==> src/rtl/fetch_stage.sv <==
// Instruction fetch stage: drives the I-cache request, registers the fetched word
// for decode, and handles miss stalls, branch/iret redirects and I-TLB misses.
module fetch_stage #(
  parameter logic [31:0] RESET_PC  = 32'h0000_1000,
  parameter logic [31:0] EXC_PC    = 32'h0000_2000,
  parameter logic [31:0] NOP_INSTR = 32'hFC00_0000
) (
  input  logic        clk,
  input  logic        reset,
  input  logic        en_fetch,
  input  logic        branch_taken,
  input  logic [31:0] branch_target,
  input  logic        iret,
  input  logic        tlb_miss_instr,
  output logic        icache_req,
  output logic [31:0] icache_addr,
  input  logic        icache_ready,
  input  logic [31:0] icache_data,
  output logic [31:0] instruction,
  output logic [31:0] pc_out,
  output logic        valid_out,
  output logic        block_pipe_instr_cache,
  output logic [31:0] epc,
  output logic [1:0]  dbg_state_o
);

  typedef enum logic [1:0] {FETCH = 2'd0, WAIT = 2'd1, HOLD = 2'd2} state_e;

  state_e      state_q, state_d;
  logic [31:0] pc_q, pc_d;
  logic [31:0] instr_q, instr_d;
  logic [31:0] pc_out_q, pc_out_d;
  logic [31:0] epc_q, epc_d;
  logic [31:0] buf_q, buf_d;
  logic [31:0] tgt_q, tgt_d;
  logic        valid_q, valid_d;
  logic        pend_q, pend_d;
  logic        tlb_q;
  logic        live_q;

  logic        tlb_rise;
  logic        redirect;
  logic [31:0] redirect_pc;
  logic        accept;
  logic [31:0] accept_word;

  // Redirects take priority over every state action; accept and redirect never coincide.
  always_comb begin
    state_d     = state_q;
    pc_d        = pc_q;
    instr_d     = instr_q;
    pc_out_d    = pc_out_q;
    epc_d       = epc_q;
    buf_d       = buf_q;
    tgt_d       = tgt_q;
    valid_d     = valid_q;
    pend_d      = pend_q;
    tlb_rise    = tlb_miss_instr & ~tlb_q;
    redirect    = 1'b0;
    redirect_pc = pc_q;
    accept      = 1'b0;
    accept_word = icache_data;

    if (tlb_rise) begin
      redirect    = 1'b1;
      redirect_pc = EXC_PC;
      epc_d       = pc_q;
    end else if (iret) begin
      redirect    = 1'b1;
      redirect_pc = epc_q;
    end else if (branch_taken && state_q != WAIT) begin
      redirect    = 1'b1;
      redirect_pc = branch_target;
    end else begin
      case (state_q)
        FETCH: begin
          if (live_q && en_fetch) begin
            if (icache_ready) begin
              accept = 1'b1;
            end else begin
              state_d = WAIT;
              instr_d = NOP_INSTR;
              valid_d = 1'b0;
            end
          end
        end
        WAIT: begin
          // A branch during a miss is remembered; the in-flight word is thrown away.
          if (branch_taken) begin
            pend_d = 1'b1;
            tgt_d  = branch_target;
          end
          if (icache_ready) begin
            if (branch_taken) begin
              redirect    = 1'b1;
              redirect_pc = branch_target;
            end else if (pend_q) begin
              redirect    = 1'b1;
              redirect_pc = tgt_q;
            end else if (en_fetch) begin
              accept = 1'b1;
            end else begin
              buf_d   = icache_data;
              state_d = HOLD;
            end
          end
        end
        HOLD: begin
          if (en_fetch) begin
            accept      = 1'b1;
            accept_word = buf_q;
          end
        end
        default: state_d = FETCH;
      endcase
    end

    if (redirect) begin
      pc_d    = redirect_pc;
      instr_d = NOP_INSTR;
      valid_d = 1'b0;
      state_d = FETCH;
      pend_d  = 1'b0;
      buf_d   = '0;
    end
    if (accept) begin
      instr_d  = accept_word;
      pc_out_d = pc_q;
      valid_d  = 1'b1;
      pc_d     = pc_q + 32'd4;
      state_d  = FETCH;
    end
  end

  always_ff @(posedge clk or negedge reset) begin
    if (!reset) begin
      state_q  <= FETCH;
      pc_q     <= RESET_PC;
      instr_q  <= NOP_INSTR;
      pc_out_q <= '0;
      epc_q    <= '0;
      buf_q    <= '0;
      tgt_q    <= '0;
      valid_q  <= 1'b0;
      pend_q   <= 1'b0;
      tlb_q    <= 1'b0;
      live_q   <= 1'b0;
    end else begin
      state_q  <= state_d;
      pc_q     <= pc_d;
      instr_q  <= instr_d;
      pc_out_q <= pc_out_d;
      epc_q    <= epc_d;
      buf_q    <= buf_d;
      tgt_q    <= tgt_d;
      valid_q  <= valid_d;
      pend_q   <= pend_d;
      tlb_q    <= tlb_miss_instr;
      live_q   <= 1'b1;
    end
  end

  // live_q keeps the request low until the first edge after reset release.
  assign icache_req             = live_q && (state_q != HOLD);
  assign icache_addr            = pc_q;
  assign block_pipe_instr_cache = (state_q == WAIT);
  assign instruction            = instr_q;
  assign pc_out                 = pc_out_q;
  assign valid_out              = valid_q;
  assign epc                    = epc_q;
  assign dbg_state_o            = state_q;

endmodule
==> config.mk <==
export PLATFORM = sky130hd
export DESIGN_NAME = fetch_stage
export DESIGN_NICKNAME = d
export VERILOG_FILES = /design/src/rtl/fetch_stage.sv
export SDC_FILE = /design/constraint.sdc
export NUM_CORES = 1
export LEC_CHECK = 0
export ABC_AREA = 1
export CORE_ASPECT_RATIO = 1.4
export CORE_MARGIN = 5
export CORE_UTILIZATION = 52
export DETAILED_ROUTE_END_ITERATION = 16
export PLACE_DENSITY = 0.8
export SKIP_LAST_GASP = 1
export SLEW_MARGIN = 20
export SYNTH_ARGS = -nofsm -noshare
export SYNTH_HDL_FRONTEND = slang
export SYNTH_SLANG_ARGS = --single-unit
==> constraint.sdc <==
create_clock -name clk -period 2 [get_ports clk]
set_input_delay 0.3 -clock clk [delete_from_list [all_inputs] [get_ports clk]]
set_output_delay 0.3 -clock clk [all_outputs]
set_load 0.01 [all_outputs]
==> flow_metrics.py, run 1 <==
metrics = {
    "layout": {
        "final-instance-count-excl-fill": 1894,
        "areaGrowthSynthToFinish_pct": 32.9,
        "antennaDiodeCount": 0,
        "design_area_sq_um": 13600,
        "post-route-util": 0.704,
        "layout-drive-gt1-share": 0.0808,
        "finalNetCount": 1705,
    },
    "drt": {
        "wirelength_microns": 32100,
        "route.antenna.remaining_nets": 0,
        "route.detailed.vias_per_inst": 5.42,
        "drc": 0,
        "drt_first_pass_iters": 6,
        "drt_first_iter_violations": 859,
        "route.detailed.wl_per_inst_microns": 17.0,
        "via_count": 10263,
    },
    "setup_path": {
        "endpoint": "icache_addr[12]",
        "critical_path.startpoint_type": "register",
        "category_of_cells_accounting_for_the_largest_share_of_critical_path_delay": "flip-flops",
        "slowest_delay_ps": 620,
        "crit_required_ps": 1700,
        "r2r_setup_slack_ps": 180,
        "r2r_cells": 9,
        "timing.rr.end": "icache_addr[18]$_DFFE_PN0P_",
        "end_kind": "primary output",
        "path_cells": "clkdlybuf4s50_1",
        "critPathLaunch": "icache_addr[12]$_DFFE_PN1P_",
        "critical_path.reg2reg.startpoint": "icache_addr[2]$_DFFE_PN0P_",
        "arrival_ps": 1630,
        "crit_path_top_delay_cell": "dfstp_2",
        "cp_buf_inv_count": 1,
        "cp.depth": 1,
        "max_fanout_on_critical_path": 6,
        "critPathKind": "register to primary output",
    },
    "sta": {
        "fmax_mhz": 518,
        "period_needed_ps": 1930,
        "hold_viol": 0,
        "fin_crit_sh": 0.966,
        "skew_ps": 15.7,
        "setup_viol": 0,
        "slew_at_the_pin_with_the_worst_max_slew_slack_ps": 571,
        "report.final.slew_viol_count": 0,
        "worst_setup_slack_after_layout_ps": 68.7,
        "unrepaired_setup_endpoints_after_global_routing": "false",
        "max-slew-margin-rel": 0.619,
    },
    "grt": {
        "grt_start_max_net_pins": 65,
        "global_route.usage.total": 0.290,
        "wire_length_of_the_first_global_routing_pass_microns": 52200,
        "grt_remaining_overflow": 0,
        "vias_in_the_first_global_route": 10125,
        "antenna_found_initial": 0,
    },
    "worst_hold_path": {
        "min_path_type": "input port to register",
    },
    "synth": {
        "synth.ff_latch_count": 198,
        "cell_accounting_for_the_most_synthesized_area": "dfrtp_1",
        "synth_top_cell_area_share": 0.468,
        "synth_enable_flop_cells": 0,
        "synth.cell_area_sq_um": 10200,
        "synth.yosys.seq_area_share": 0.486,
        "syn-num-nets": 1489,
        "async_reset_ff_frac": 1.00,
        "synth_flop_type": "dfrtp_1",
        "synthesis.area_per_instance_sq_um": 7.21,
        "yosys_warnings": 0,
        "synth.lib_cells_used.distinct": 31,
        "syn-instance-count": 1417,
        "synth_top_cells_by_area": "dfrtp_1, nand2_1, o21ai_0",
    },
    "die": {
        "die_area_sq_um": 22600,
        "die_h_microns": 176,
        "effective_utilization_at_floorplan": 0.530,
        "top_level_ports": 204,
        "row_count": 60,
        "die-width_microns": 128,
        "core_region_area_sq_um": 19300,
    },
    "power": {
        "power.sequential.fraction": 0.451,
        "swShare": 0.301,
        "switching_power_of_the_nets_w": 0.00322,
        "power_report.internal_total_w": 0.00748,
        "vdd_ir_drop_max_mv": 0.508,
        "pwr-share-comb": 0.222,
        "power.leakage_nw": 6.62,
        "cellPowerDensity_nw_per_um2": 788,
        "proportion_of_power_drawn_by_the_clock_network": 0.327,
    },
    "cts": {
        "cts_buffers": 17,
        "cts_tree": "built",
        "clock_tree.root_cell": "clkbuf_16",
        "cts.sinks": 198,
        "htreeDepth": 4,
        "clk_transition_reported_paths_ps": 70,
        "cts_buffer_depth": 2,
        "clk_latency_ps": 450,
    },
    "outcome": {
        "outcome": "finished, final reports clean",
    },
    "job": {
        "maximum_capacitance_violations": 0,
    },
    "placed_design": {
        "dp.final_hpwl_microns": 22900,
        "port-buffer-count": 203,
        "preCtsSetupSlack_ps": -168,
        "placed_cells": 1861,
        "gp_congestion": 0.912,
        "placed_cell_area_sq_um": 13000,
    },
}
==> cell usage in the layout, fill, tap and decap left out, types with 2 or more instances in the layout <==
master           instances
nand2_1                468
a21oi_1                 60
nand3_2                  2
bufinv_16                2
dfrtp_1                188
inv_6                    2
inv_1                  149
o211ai_1                 7
nand3_1                 24
nor3_4                   2
nor2_2                   4
inv_2                    5
dfstp_2                  7
a211oi_1                 4
mux2_2                   4
buf_12                  19
clkdlybuf4s50_1        199
buf_4                   50
dlygate4sd2_1            2
clkinvlp_4               6
nor2_4                   2
xor2_1                  11
o21ai_0                192
clkbuf_1                 3
inv_8                    2
nor2_1                 153
clkbuf_16               17
o21ai_1                 45
dfrtp_2                  3
o21a_1                   2
==> power by group through the flow <==
stage	Sequential (W)	Combinational, W	Clock [W]
6_report	0.00483	0.00238	0.00349
5_1_grt	0.00488	0.00262	0.00369
4_1_cts	0.00481	0.00240	0.00351
3_5_place_dp	0.00488	0.00237	0
3_3_place_gp	0.00487	0.00233	0
2_1_floorplan	0.00496	0.000818	0
==> layout make-up <==
cell class,instances,area (sq um)
clock buffers,20,437
clock inverters,12,145
fillers,1578,5720
inverters,156,588
multi-input cells,987,4340
flip-flops and latches,198,4970
well taps,248,310
repair buffers,273,2790
==> flip-flops by register name, indices dropped and copies added, names as in the netlist <==
name,cells
buf_q,32
epc,32
icache_addr,32
instruction,32
pc_out,32
tgt_q,32
dbg_state_o,2
live_q,1
pend_q,1
tlb_q,1
valid_out,1
==> Yosys cell counts (3+ instances only) <==
cell and number:
a211oi_1 4, xor2_1 11, buf_6 4, nand3_1 26, o21ai_0 192, nand2_1 468
a21oi_1 61, buf_4 3, dfrtp_1 191, o21ai_1 45, mux2_2 4, nor2_1 154
buf_2 27, dfstp_2 7, nor2_2 3, o211ai_1 7, inv_1 150, inv_2 5
clkbuf_1 41
==> cell families (layout without fill, tap and decap cells) <==
kind of cell	after synthesis	in the layout	share of synthesized area
other	1	1	0.000367
DFF	198	198	0.486
adders and majority gates	1	1	0.00122
and+or+nand+nor	659	659	0.251
muxes	4	4	0.00441
xor gates and xnor gates	11	11	0.00943
buffers and inverters	232	461	0.0928
AOI/OAI and AO/OA	311	311	0.156
==> worst min-delay path by stage <==
stage                  start  slack, ps  cells after the start                          to
global placement       reset        280                      1        buf_q[9]$_DFFE_PN0P_
finish              en_fetch        300                      5  dbg_state_o[0]$_DFFE_PN0P_
detailed placement     reset        280                      1        buf_q[9]$_DFFE_PN0P_
global route        en_fetch        320                      5  dbg_state_o[0]$_DFFE_PN0P_
CTS                 en_fetch        270                      5  dbg_state_o[0]$_DFFE_PN0P_
floorplan              reset          4                      0        buf_q[0]$_DFFE_PN0P_
==> repair_timing <==
item / CTS / global route
pin swaps: 0 / 0
hold buffers: 1 / 0
resized for setup: 4 / 2
endpoints found under the hold margin: 35 / 0
setup endpoints to repair: 2 / 2
cloned: 0 / 0
setup buffers: 0 / 0
==> metal layers <==
metal  part of all wire  track usage
met3              0.069       0.0511
met5                  0            0
met4              0.037        0.114
met2               0.49        0.483
met1               0.40        0.375
==> metrics by stage <==
step	hold WS [ps]	power (W)	TNS, ps
finish	298	0.0107	0
global route	317	0.0112	0
CTS	273	0.0107	0
detailed placement	285	0.00725	-9610
global placement	279	0.00721	-5780
floorplan	4.41	0.00578	0
Note: power is estimated with default switching activity, not from simulation.
==> inputs of run 2 (changes only) <==
Settings changed: RECOVER_POWER set to 25, TNS_END_PERCENT set to 1.
==> run 2 against run 1 <==
Net effect:
- highest routed layer unchanged
- maximum frequency rose by 0.15%
- die area unchanged
- global-route usage is the same
- hold slack improved by 0.55 ps
- largest cell class unchanged
- first-iteration DRC count increased by 1.6%
- sequential power about the same
- clock power about the same
- sequential share of layout area rose by 0.069 points
- clock skew grew 0.59 ps
- power down 0.11%
- critical path depth stayed put
- wire length fell by 0.28%
==> flow_metrics.py, run 2 (synthesized netlist as in run 1, its figures left out) <==
metrics = {
    "placed_design": {
        "preCtsSetupSlack_ps": -168,
        "dp.final_hpwl_microns": 22900,
        "gp_congestion": 0.912,
        "port-buffer-count": 203,
    },
    "die": {
        "core_region_area_sq_um": 19300,
        "die-width_microns": 128,
        "die_h_microns": 176,
        "effective_utilization_at_floorplan": 0.530,
        "row_count": 60,
        "top_level_ports": 204,
        "die_area_sq_um": 22600,
    },
    "sta": {
        "report.final.slew_viol_count": 0,
        "slew_at_the_pin_with_the_worst_max_slew_slack_ps": 1260,
        "skew_ps": 16.3,
        "max-slew-margin-rel": 0.157,
        "hold_viol": 0,
        "fmax_mhz": 519,
        "worst_setup_slack_after_layout_ps": 71.6,
        "fin_crit_sh": 0.964,
        "period_needed_ps": 1930,
        "setup_viol": 0,
        "unrepaired_setup_endpoints_after_global_routing": "true",
    },
    "cts": {
        "clk_latency_ps": 450,
        "clock_tree.root_cell": "clkbuf_16",
        "cts_tree": "built",
        "cts_buffers": 17,
        "post_cts.repair.setup_buffers": 0,
        "cts_buffer_depth": 2,
        "cts.sinks": 198,
        "htreeDepth": 4,
        "clk_transition_reported_paths_ps": 70,
    },
    "layout": {
        "filler_cell_count": 1582,
        "storage_cell_area_sq_um": 4970,
        "areaGrowthSynthToFinish_pct": 32.6,
        "mostFrequentLayoutCells": "nand2_1, clkdlybuf4s50_1, o21ai_0",
        "multi_input_comb_area_sq_um": 4330,
        "post-route-util": 0.702,
        "antennaDiodeCount": 0,
        "layout-drive-gt1-share": 0.0796,
        "mostFrequentLayoutCell": "nand2_1",
        "finalNetCount": 1705,
    },
    "grt": {
        "grt_use_met1": 0.375,
        "gr-usage-met3": 0.0511,
        "global_route.usage.total": 0.290,
        "antenna_found_initial": 0,
        "vias_in_the_first_global_route": 10125,
        "grt_start_max_net_pins": 65,
        "grt_remaining_overflow": 0,
        "use_met2": 0.483,
        "grt_busiest_layer": "met2",
        "wire_length_of_the_first_global_routing_pass_microns": 52200,
    },
    "power": {
        "power.leakage_nw": 6.62,
        "cellPowerDensity_nw_per_um2": 789,
        "vdd_ir_drop_max_mv": 0.506,
    },
    "drt": {
        "route.antenna.remaining_nets": 0,
        "drt_first_iter_violations": 873,
        "drc": 0,
        "via_count": 10268,
        "route.detailed.vias_per_inst": 5.42,
        "wirelength_microns": 32000,
        "route.detailed.wl_per_inst_microns": 16.9,
        "drt_first_pass_iters": 5,
    },
    "setup_path": {
        "end_kind": "primary output",
        "arrival_ps": 1630,
        "category_of_cells_accounting_for_the_largest_share_of_critical_path_delay": "flip-flops",
        "cp_buf_inv_count": 1,
        "critical_path.startpoint_type": "register",
        "crit_required_ps": 1700,
        "critPathKind": "register to primary output",
        "max_fanout_on_critical_path": 6,
        "path_cells": "clkdlybuf4s50_1",
        "crit_path_top_delay_cell": "dfstp_2",
        "slowest_delay_ps": 620,
    },
    "worst_hold_path": {
        "min_path_type": "input port to register",
    },
    "job": {
        "maximum_capacitance_violations": 0,
    },
    "outcome": {
        "outcome": "finished, final reports clean",
    },
}
run 2: changes by cell type in the layout (fill, tap and decap cells not counted), sizes merged:
cell,before,now
dlygate4sd2,2,1
clkdlybuf4s50,199,198
buf,70,69
dlymetal6s2s,0,1
clkbuf,21,22
dlygate4sd3,1,2
run 2: metal layers:
layer | share of wire | up-vias | routed length (microns)
met5 | 0 | - | 0
met4 | 0.034 | 0 | 1100
met3 | 0.071 | 72 | 2280
met2 | 0.49 | 459 | 15800
met1 | 0.40 | 4875 | 12800
li1 | - | 4862 | -
run 2: cell type report:
class / instances / area share
tap: 248 / 0.0229
multi-input combinational: 987 / 0.320
inverter: 156 / 0.0434
clock inverter: 12 / 0.0107
clock buffer: 20 / 0.0322
timing repair buffer: 273 / 0.204
sequential: 198 / 0.367
run 2: per-stage QoR:
| stage | instance area [sq um] | setup TNS, ps | power, W | hold WS (ps) | cells |
|---|---|---|---|---|---|
| after floorplan | 10200 | 0 | 0.00578 | 4.41 | 1417 |
| after global placement | 13000 | -5780 | 0.00721 | 279 | 1861 |
| after detailed placement | 13000 | -9610 | 0.00725 | 285 | 1861 |
| after CTS | 13600 | -56.6 | 0.0107 | 273 | 1894 |
| after global routing | 13500 | -182 | 0.0112 | 317 | 1894 |
| final | 13500 | 0 | 0.0107 | 298 | 1894 |
run 2: repair_timing:
action                                 4_1_cts  5_1_grt
resized for setup                            3        1
setup endpoints to repair                    2        3
hold buffers                                 1        0
pin swaps                                    0        1
endpoints found under the hold margin       35        0
run 2: power breakdown:
part           switching (W)  internal, W
logic                0.00120      0.00117
clock network        0.00162      0.00187
registers           0.000391      0.00443
total                0.00322      0.00747
run 2: path summary, 6_finish.rpt:
| kind | from | endpoint | slack [ps] | cells after the start |
|---|---|---|---|---|
| setup / recovery | icache_addr[12]$_DFFE_PN1P_ | icache_addr[12] | 70 | 1 |
| hold / removal | en_fetch | dbg_state_o[0]$_DFFE_PN0P_ | 300 | 5 |
| setup reg to reg | icache_addr[2]$_DFFE_PN0P_ | icache_addr[30]$_DFFE_PN0P_ | 120 | 13 |
| hold reg to reg | instruction[0]$_DFFE_PN0P_ | instruction[0]$_DFFE_PN0P_ | 480 | 2 |
| max in group asynchronous | reset | tgt_q[18]$_DFFE_PN0P_ | 330 | 3 |
| min in group asynchronous | reset | buf_q[27]$_DFFE_PN0P_ | 660 | 2 |
==> inputs of run 3 (changes only) <==
Settings changed: CORE_MARGIN 5 to 10.
==> run 3 against run 2 <==
Net effect:
- maximum frequency grew 2.0%
- critical path depth unchanged
- die area grew 14%
- first-iteration DRC count is 0.23% higher
- clock power up 8.9%
- sequential cell count stayed put
- design area up 0.82%
- non-clock buffer count rose by 8
- critical endpoint unchanged
- core utilization grew 0.58 points
- count of clock-buffer cells in the layout unchanged
==> flow_metrics.py, run 3 (synthesized netlist as in run 1, its figures left out) <==
metrics = {
    "outcome": {
        "outcome": "finished, final reports clean",
    },
    "cts": {
        "htreeDepth": 4,
        "clk_transition_reported_paths_ps": 70,
        "clock_tree.root_cell": "clkbuf_16",
        "cts_buffer_depth": 2,
        "cts_buffers": 17,
        "clk_latency_ps": 430,
        "post_cts.repair.setup_buffers": 0,
        "cts.sinks": 198,
        "cts_tree": "built",
    },
    "drt": {
        "drc": 0,
        "wirelength_met1_microns": 13100,
        "via_count": 10172,
        "drt_first_iter_violations": 875,
        "wirelength_microns": 32700,
        "drt_first_pass_iters": 5,
        "highest_layer": "met4",
        "route.antenna.remaining_nets": 0,
        "route.detailed.wl_per_inst_microns": 17.2,
        "detailroute.wirelength.met3_microns": 2310,
        "route.detailed.vias_per_inst": 5.35,
        "detailroute.wirelength.met2_microns": 16400,
    },
    "sta": {
        "report.final.slew_viol_count": 0,
        "fin_crit_sh": 0.946,
        "setup_viol": 0,
        "unrepaired_setup_endpoints_after_global_routing": "false",
        "period_needed_ps": 1890,
        "slew_at_the_pin_with_the_worst_max_slew_slack_ps": 973,
        "hold_viol": 0,
        "fmax_mhz": 529,
        "fin_hold_ws_ps": 333,
        "max-slew-margin-rel": 0.351,
        "skew_ps": 6.93,
    },
    "setup_path": {
        "max_fanout_on_critical_path": 6,
        "critical_path.startpoint_type": "register",
        "critPathKind": "register to primary output",
        "arrival_ps": 1590,
        "path_cells": "clkdlybuf4s50_1",
        "cp.depth": 1,
        "critPathLaunch": "icache_addr[12]$_DFFE_PN1P_",
        "crit_required_ps": 1700,
        "r2r_setup_slack_ps": 130,
        "endpoint": "icache_addr[12]",
        "timing.rr.end": "instruction[11]$_DFFE_PN0P_",
        "end_kind": "primary output",
        "r2r_cells": 10,
        "category_of_cells_accounting_for_the_largest_share_of_critical_path_delay": "flip-flops",
        "slowest_delay_ps": 590,
        "crit_path_top_delay_cell": "dfstp_2",
        "cp_buf_inv_count": 1,
        "critical_path.reg2reg.startpoint": "dbg_state_o[1]$_DFFE_PN0P_",
    },
    "worst_hold_path": {
        "holdPathStages": 5,
        "min_path_type": "input port to register",
    },
    "grt": {
        "antenna_found_initial": 0,
        "global_route.usage.total": 0.252,
        "grt_start_max_net_pins": 65,
        "vias_in_the_first_global_route": 10171,
        "grt_remaining_overflow": 0,
        "wire_length_of_the_first_global_routing_pass_microns": 52800,
    },
    "layout": {
        "final-instance-count-excl-fill": 1901,
        "mostFrequentLayoutCell": "nand2_1",
        "areaGrowthSynthToFinish_pct": 33.7,
        "mostFrequentLayoutCells": "nand2_1, clkdlybuf4s50_1, o21ai_0",
        "antennaDiodeCount": 0,
        "finalNetCount": 1713,
        "layout-drive-gt1-share": 0.0823,
        "post-route-util": 0.708,
        "design_area_sq_um": 13700,
        "filler_cell_count": 1534,
    },
    "placed_design": {
        "placed_cells": 1869,
        "dp.final_hpwl_microns": 23900,
        "port-buffer-count": 203,
        "placed_cell_area_sq_um": 13000,
        "gp_congestion": 0.972,
    },
    "power": {
        "switching_power_of_the_nets_w": 0.00315,
        "cellPowerDensity_nw_per_um2": 806,
        "swShare": 0.287,
        "power.sequential.fraction": 0.439,
        "power.leakage_nw": 6.71,
        "vdd_ir_drop_max_mv": 0.574,
        "power_report.internal_total_w": 0.00786,
        "pwr-share-comb": 0.216,
        "proportion_of_power_drawn_by_the_clock_network": 0.345,
    },
    "die": {
        "core_region_area_sq_um": 19300,
        "effective_utilization_at_floorplan": 0.530,
        "row_count": 60,
        "die_area_sq_um": 25700,
        "die_h_microns": 186,
        "die-width_microns": 138,
        "top_level_ports": 204,
    },
    "job": {
        "maximum_capacitance_violations": 0,
    },
}
-- run 3: layer usage --
| metal | vias up | track usage |
|---|---|---|
| met2 | 414 | 0.440 |
| met5 | - | 0 |
| met1 | 4823 | 0.295 |
| met4 | 0 | 0.0934 |
| met3 | 58 | 0.0599 |
| li1 | 4877 | - |
-- run 3: how the worst min path moves through the flow --
| stage | startpoint | endpoint |
|---|---|---|
| global placement | reset | buf_q[5]$_DFFE_PN0P_ |
| finish | en_fetch | dbg_state_o[0]$_DFFE_PN0P_ |
| global route | en_fetch | dbg_state_o[0]$_DFFE_PN0P_ |
| detailed placement | reset | buf_q[5]$_DFFE_PN0P_ |
| floorplan | reset | buf_q[0]$_DFFE_PN0P_ |
| CTS | en_fetch | dbg_state_o[0]$_DFFE_PN0P_ |
-- run 3: layout make-up --
cell class                      count  area [sq um]  share of cell area
Sequential cell                   198          4960               0.363
Clock buffer                       20           447              0.0327
Tap cell                          248           310              0.0227
Clock inverter                     11           195              0.0143
Multi-Input combinational cell    987          4330               0.317
Inverter                          156           588              0.0430
Timing Repair Buffer              281          2820               0.207
-- run 3: worst register-to-register path, cell delays in order, from the launching register on --
cell     delay [ps]
dfrtp_1         470
nor2_4          250
nand2_1         100
nand3_1          80
nand2_1         130
nand2_1         140
nand2_2         120
nor2_4          150
buf_12          180
nand2_1          90
o21ai_1          90
-- run 3: power groups by stage --
stage | combinational [W] | clock [W] | sequential [W]
detailed placement | 0.00239 | 0 | 0.00488
floorplan | 0.000818 | 0 | 0.00496
global route | 0.00263 | 0.00400 | 0.00488
global placement | 0.00233 | 0 | 0.00487
finish | 0.00238 | 0.00380 | 0.00483
CTS | 0.00241 | 0.00384 | 0.00482
-- run 3: per-stage QoR --
step | worst slack, ps | TNS (ps) | total power, W
detailed placement | -175 | -11660 | 0.00727
global placement | -52.0 | -2290 | 0.00721
floorplan | 299 | 0 | 0.00578
global route | 3.12 | 0 | 0.0115
CTS | -93.1 | -93.1 | 0.0111
finish | 109 | 0 | 0.0110
-- run 3: timing repair --
item                                   4_1_cts  5_1_grt
resized for setup                            1        1
endpoints found under the hold margin       52        0
setup endpoints to repair                    2        2
hold buffers                                 1        0
==> RTL change 1, RTL diff (flow settings as in run 2) <==
Reset style: synchronous (`reset`), changed in one clocked block.
--- a/src/rtl/fetch_stage.sv
+++ b/src/rtl/fetch_stage.sv
@@ -132,7 +132,7 @@
     end
   end
 
-  always_ff @(posedge clk or negedge reset) begin
+  always_ff @(posedge clk) begin
     if (!reset) begin
       state_q  <= FETCH;
       pc_q     <= RESET_PC;
Function: not settled (the Yosys comparison gave no result); the edit may change what the design does.
==> RTL change 1 against run 2 <==
Register-to-register slack got worse by 0.04 ns; sequential cell count did not move; sequential power fell by 13%; total power fell by 15%; clock skew fell by 0.0041 ns; global-route usage rose by 0.35 points; design area fell by 1.1%; fmax fell by 1.9%; routed wire length rose by 2.8%; synthesized area fell by 2.4%; setup slack got worse by 0.038 ns; worst hold slack got worse by 0.10 ns.
==> RTL change 1: results (changes against run 2) <==
[metrics] WHS Endpoint: instruction[26]
[metrics] top cells by instance count after synthesis: sky130_fd_sc_hd__nand2_1, sky130_fd_sc_hd__dfxtp_1, sky130_fd_sc_hd__a21oi_1
[metrics] overall via count from detail_route: 11130 (+8.4%)
[metrics] data arrival time of the critical path: 1.67 ns (+0.04 ns)
[metrics] capture point of the worst reg-to-reg path: icache_addr[15]
[metrics] total wire length: 32910 µm (+2.8%)
[metrics] largest net degree at the start of global routing: 92 (+42%)
[metrics] first-pass GRT wire length: 52700 µm (+0.99%)
[metrics] outcome: finished, final reports clean
[metrics] post-synthesis sequential area ratio: 0.3973 (-0.08839)
[metrics] switching portion of total power: 0.2757 (-0.02531)
[metrics] leading cell types by total area after synthesis: sky130_fd_sc_hd__dfxtp_1, sky130_fd_sc_hd__nand2_1, sky130_fd_sc_hd__a21oi_1
[metrics] fraction of synthesis flops using an asynchronous set or reset pin: 0 (-1.000)
[metrics] max-slew headroom at the worst pin: 0.6965 (+0.5398)
[metrics] launch instance of the worst min-delay path: reset
[metrics] worst r2r path cells: 7 (-6)
[metrics] number of search-and-repair iterations in the first detailed-routing pass: 8 (+3)
[metrics] Post-Syn Area per Cell: 6.436 µm² (-11%)
[metrics] final net count: 1838 (+7.8%)
[metrics] count of cell types in the netlist: 30 (-3.2%)
[metrics] hold-critical path depth: 2 (-3)
[metrics] post-route worst hold slack: 0.1977 ns (-0.1006 ns)
[metrics] number of vias per cell: 5.490 (+1.3%)
[metrics] CP max FO: 7 (+1)
[metrics] predominant post-synthesis flop cell: sky130_fd_sc_hd__dfxtp_1
[metrics] Leakage Power: 5.415 nW (-18%)
[metrics] number of global-route vias before repair: 10450 (+3.2%)
## RTL change 1: cell types whose count changed after synthesis, sizes merged, moves of 30 or more
cell   delta
nand3    +61
inv      -30
nor2     -33
a21oi   +105
dfxtp   +198
nand2    +52
dfrtp   -191
nand4    +38
o21ai   -107
## RTL change 1: final cells by class
cell class | instances | area (µm²) | area share
well taps | 248 | 310.3 | 0.02317
multi-input cells | 1119 | 5024 | 0.3751
inverters | 128 | 480.5 | 0.03587
flip-flops and latches | 198 | 3965 | 0.2960
clock buffers | 19 | 452.9 | 0.03382
repair buffers | 302 | 2998 | 0.2238
clock inverters | 13 | 163.9 | 0.01224
## RTL change 1: worst max-delay path by stage
stage | startpoint | to | slack [ns] | cells past startpoint
floorplan | icache_addr[3] | icache_addr[18] | 0.40 | 8
global placement | branch_taken | buf_q[27] | -0.09 | 11
detailed placement | branch_taken | buf_q[27] | -0.14 | 11
CTS | icache_addr[6] | icache_addr[6] | 0.03 | 2
global route | icache_addr[6] | icache_addr[6] | 0.0006 | 2
finish | icache_addr[6] | icache_addr[6] | 0.03 | 2
## RTL change 1: kinds of logic after synthesis
| group | share of synthesized area |
|---|---|
| AO/OA/AOI/OAI | 0.1707 |
| XOR/XNOR | 0.007024 |
| AND/OR/NAND/NOR | 0.3243 |
| flip-flops | 0.3973 |
| buffers and inverters | 0.09934 |
| adder cells (fa/ha/maj) | 0.001254 |
## RTL change 1: power groups by stage
stage / Clock (mW) / Sequential, mW / Combinational (mW)
after CTS: 3.65 / 4.18 / 1.31
after floorplan: 0 / 4.27 / 0.571
final: 3.62 / 4.18 / 1.31
after detailed placement: 0 / 4.27 / 1.30
after global routing: 3.81 / 4.19 / 1.42
after global placement: 0 / 4.27 / 1.29
## RTL change 1: metal layers
metal	GRT usage	part of all wire
met5	0	0
met3	0.04871	0.063
met4	0.1610	0.054
met2	0.5283	0.52
met1	0.3250	0.36
## RTL change 1: worst max-delay path: stages (launching register included)
cell                              delay (ns)
sky130_fd_sc_hd__dfxtp_1                0.51
sky130_fd_sc_hd__buf_4                  0.19
sky130_fd_sc_hd__clkdlybuf4s50_1        0.52
==> RTL change 2, RTL diff (flow settings as in run 2) <==
Without the edit above. `EXC_PC`: 32'h0000_2000 -> 32'h00001800.
--- a/src/rtl/fetch_stage.sv
+++ b/src/rtl/fetch_stage.sv
@@ -2,7 +2,7 @@
 // for decode, and handles miss stalls, branch/iret redirects and I-TLB misses.
 module fetch_stage #(
   parameter logic [31:0] RESET_PC  = 32'h0000_1000,
-  parameter logic [31:0] EXC_PC    = 32'h0000_2000,
+  parameter logic [31:0] EXC_PC    = 32'h00001800,
   parameter logic [31:0] NOP_INSTR = 32'hFC00_0000
 ) (
   input  logic        clk,
Behaviour: not the same (a bounded check fails within 4 cycles, from zero or initial values and one cycle with reset low).
==> RTL change 2 against run 2 <==
Setup slack lost 0.036 ns; sequential cell count is the same; total power grew 16%; non-clock buffer count shrank 19; synthesized area grew 1.2%; routed wire length shrank 4.4%; clock skew shrank 0.0042 ns; design area shrank 0.66%.
==> RTL change 2: results (changes against run 2) <==
[metrics] Post-Syn Area per Cell: 7.273 µm² (+0.86%)
[metrics] fill count: 1675 (+5.9%)
[metrics] placed standard-cell area: 12900 µm² (-0.64%)
[metrics] average routed wire per standard cell: 16.29 µm (-3.6%)
[metrics] netlist area before placement: 10340 µm² (+1.2%)
[metrics] Placement Setup Slack: -0.002719 ns (+0.1655 ns)
[metrics] Setup Skew: 0.01208 ns (-0.004176 ns)
[metrics] delay-heaviest family, CP: buffers and inverters
[metrics] outcome: finished, final reports clean
[metrics] worst r2r path cells: 11 (-2)
[metrics] initial DRC count: 721 (-17%)
[metrics] Final Instance Count excl. Fillers: 1878 (-0.84%)
[metrics] total placed cells including tap cells: 1844 (-0.91%)
[metrics] GR Layer Usage met3: 0.05495 (+0.003841)
[metrics] post-route worst hold slack: 0.2179 ns (-0.08034 ns)
[metrics] leading cell types by total area after synthesis: sky130_fd_sc_hd__dfrtp_1, sky130_fd_sc_hd__nand2_1, sky130_fd_sc_hd__o21ai_0
[metrics] worst-margin pin slew: 1.301 ns (+0.03613 ns)
[metrics] final net count: 1684 (-1.2%)
[metrics] peak supply drop: 0.6336 mV (+25%)
[metrics] GR Util met1: 0.3200 (-0.05522)
[metrics] count of cell types in the netlist: 30 (-3.2%)
[metrics] number of global-route vias before repair: 9694 (-4.3%)
[metrics] net count after synthesis: 1494 (+0.34%)
[metrics] CP max stage delay: 0.40 ns (-0.22 ns)
[metrics] cell with the largest stage delay on the worst path: sky130_fd_sc_hd__dfrtp_1
[metrics] post-synthesis sequential area ratio: 0.4799 (-0.005818)
[metrics] clock latency on the worst-skew pair: 0.45 ns (about the same)
[metrics] top cells by instance count after synthesis: sky130_fd_sc_hd__nand2_1, sky130_fd_sc_hd__o21ai_0, sky130_fd_sc_hd__dfrtp_1
[metrics] first-pass GRT wire length: 48890 µm (-6.3%)
[metrics] data arrival time of the critical path: 1.66 ns (+0.03 ns)
[metrics] number of vias per cell: 5.360 (-1.1%)
[metrics] GP Congestion: 0.9774 (+7.1%)
[metrics] fraction of met2 tracks used by global routing: 0.4559 (-0.02738)
[metrics] HPWL reported at the end of detailed placement: 22380 µm (-2.1%)
==> RTL change 2: cell types whose count changed in the layout (fill, tap and decap cells not counted), sizes merged, moves of 4 or more <==
cell,change
buf,-16
o21ai,+32
nand2,-33
mux2i,+8
mux2,-4
nand3,+52
nor2,-49
nand3b,+6
a21oi,-15
inv,+4
==> RTL change 2: cells by family after synthesis <==
kind of cell	after synthesis	share of synthesized area
mux	8	0.007743
fa+ha+maj	1	0.001210
simple gates	637	0.2478
compound gates	325	0.1597
buf+inv	240	0.09315
xor+xnor	12	0.01016
other cells	1	0.0003626
flops	198	0.4799
==> RTL change 2: layout make-up <==
cell class / count / area, µm² / area share
Antenna cell: 1 / 2.502 / 0.0001859
Inverter: 157 / 589.3 / 0.04379
Clock inverter: 13 / 137.6 / 0.01023
Tap cell: 252 / 315.3 / 0.02343
Multi-Input combinational cell: 984 / 4436 / 0.3296
Sequential cell: 198 / 4964 / 0.3688
Clock buffer: 19 / 442.9 / 0.03291
Timing Repair Buffer: 254 / 2572 / 0.1911
==> RTL change 2: layer usage <==
metal | vias up | part of all wire
met4 | 0 | 0.055
met5 | - | 0
met2 | 381 | 0.50
li1 | 4899 | -
met1 | 4701 | 0.38
met3 | 85 | 0.067
==> RTL change 2: what timing repair did <==
action,4_1_cts,5_1_grt
resized for setup,1,1
pin swaps,1,0
hold endpoints to repair,42,0
endpoints found under the setup margin,2,9
hold buffers,1,0
gates cloned,0,0
==> RTL change 2: power breakdown <==
group | internal (mW) | switching [mW] | total (mW)
logic | 1.68 | 1.82 | 3.51
registers | 4.80 | 0.624 | 5.43
clock network | 1.79 | 1.64 | 3.43
total | 8.28 | 4.09 | 12.4
==> RTL change 2: worst register-to-register path: cells and delay by family, from the launching register on <==
kind / cells / cell delay (ns)
AND/OR/NAND/NOR: 8 / 0.95
flip-flops: 1 / 0.40
buffers and inverters: 3 / 0.48
==> RTL change 2: worst min-delay path by stage <==
stage                 start   endpoint  cells after the start
2_1_floorplan         reset   buf_q[0]                      0
3_3_place_gp          reset  tgt_q[20]                      1
3_5_place_dp          reset  tgt_q[20]                      1
4_1_cts        branch_taken     pend_q                      3
5_1_grt        branch_taken     pend_q                      3
6_report       branch_taken     pend_q                      3
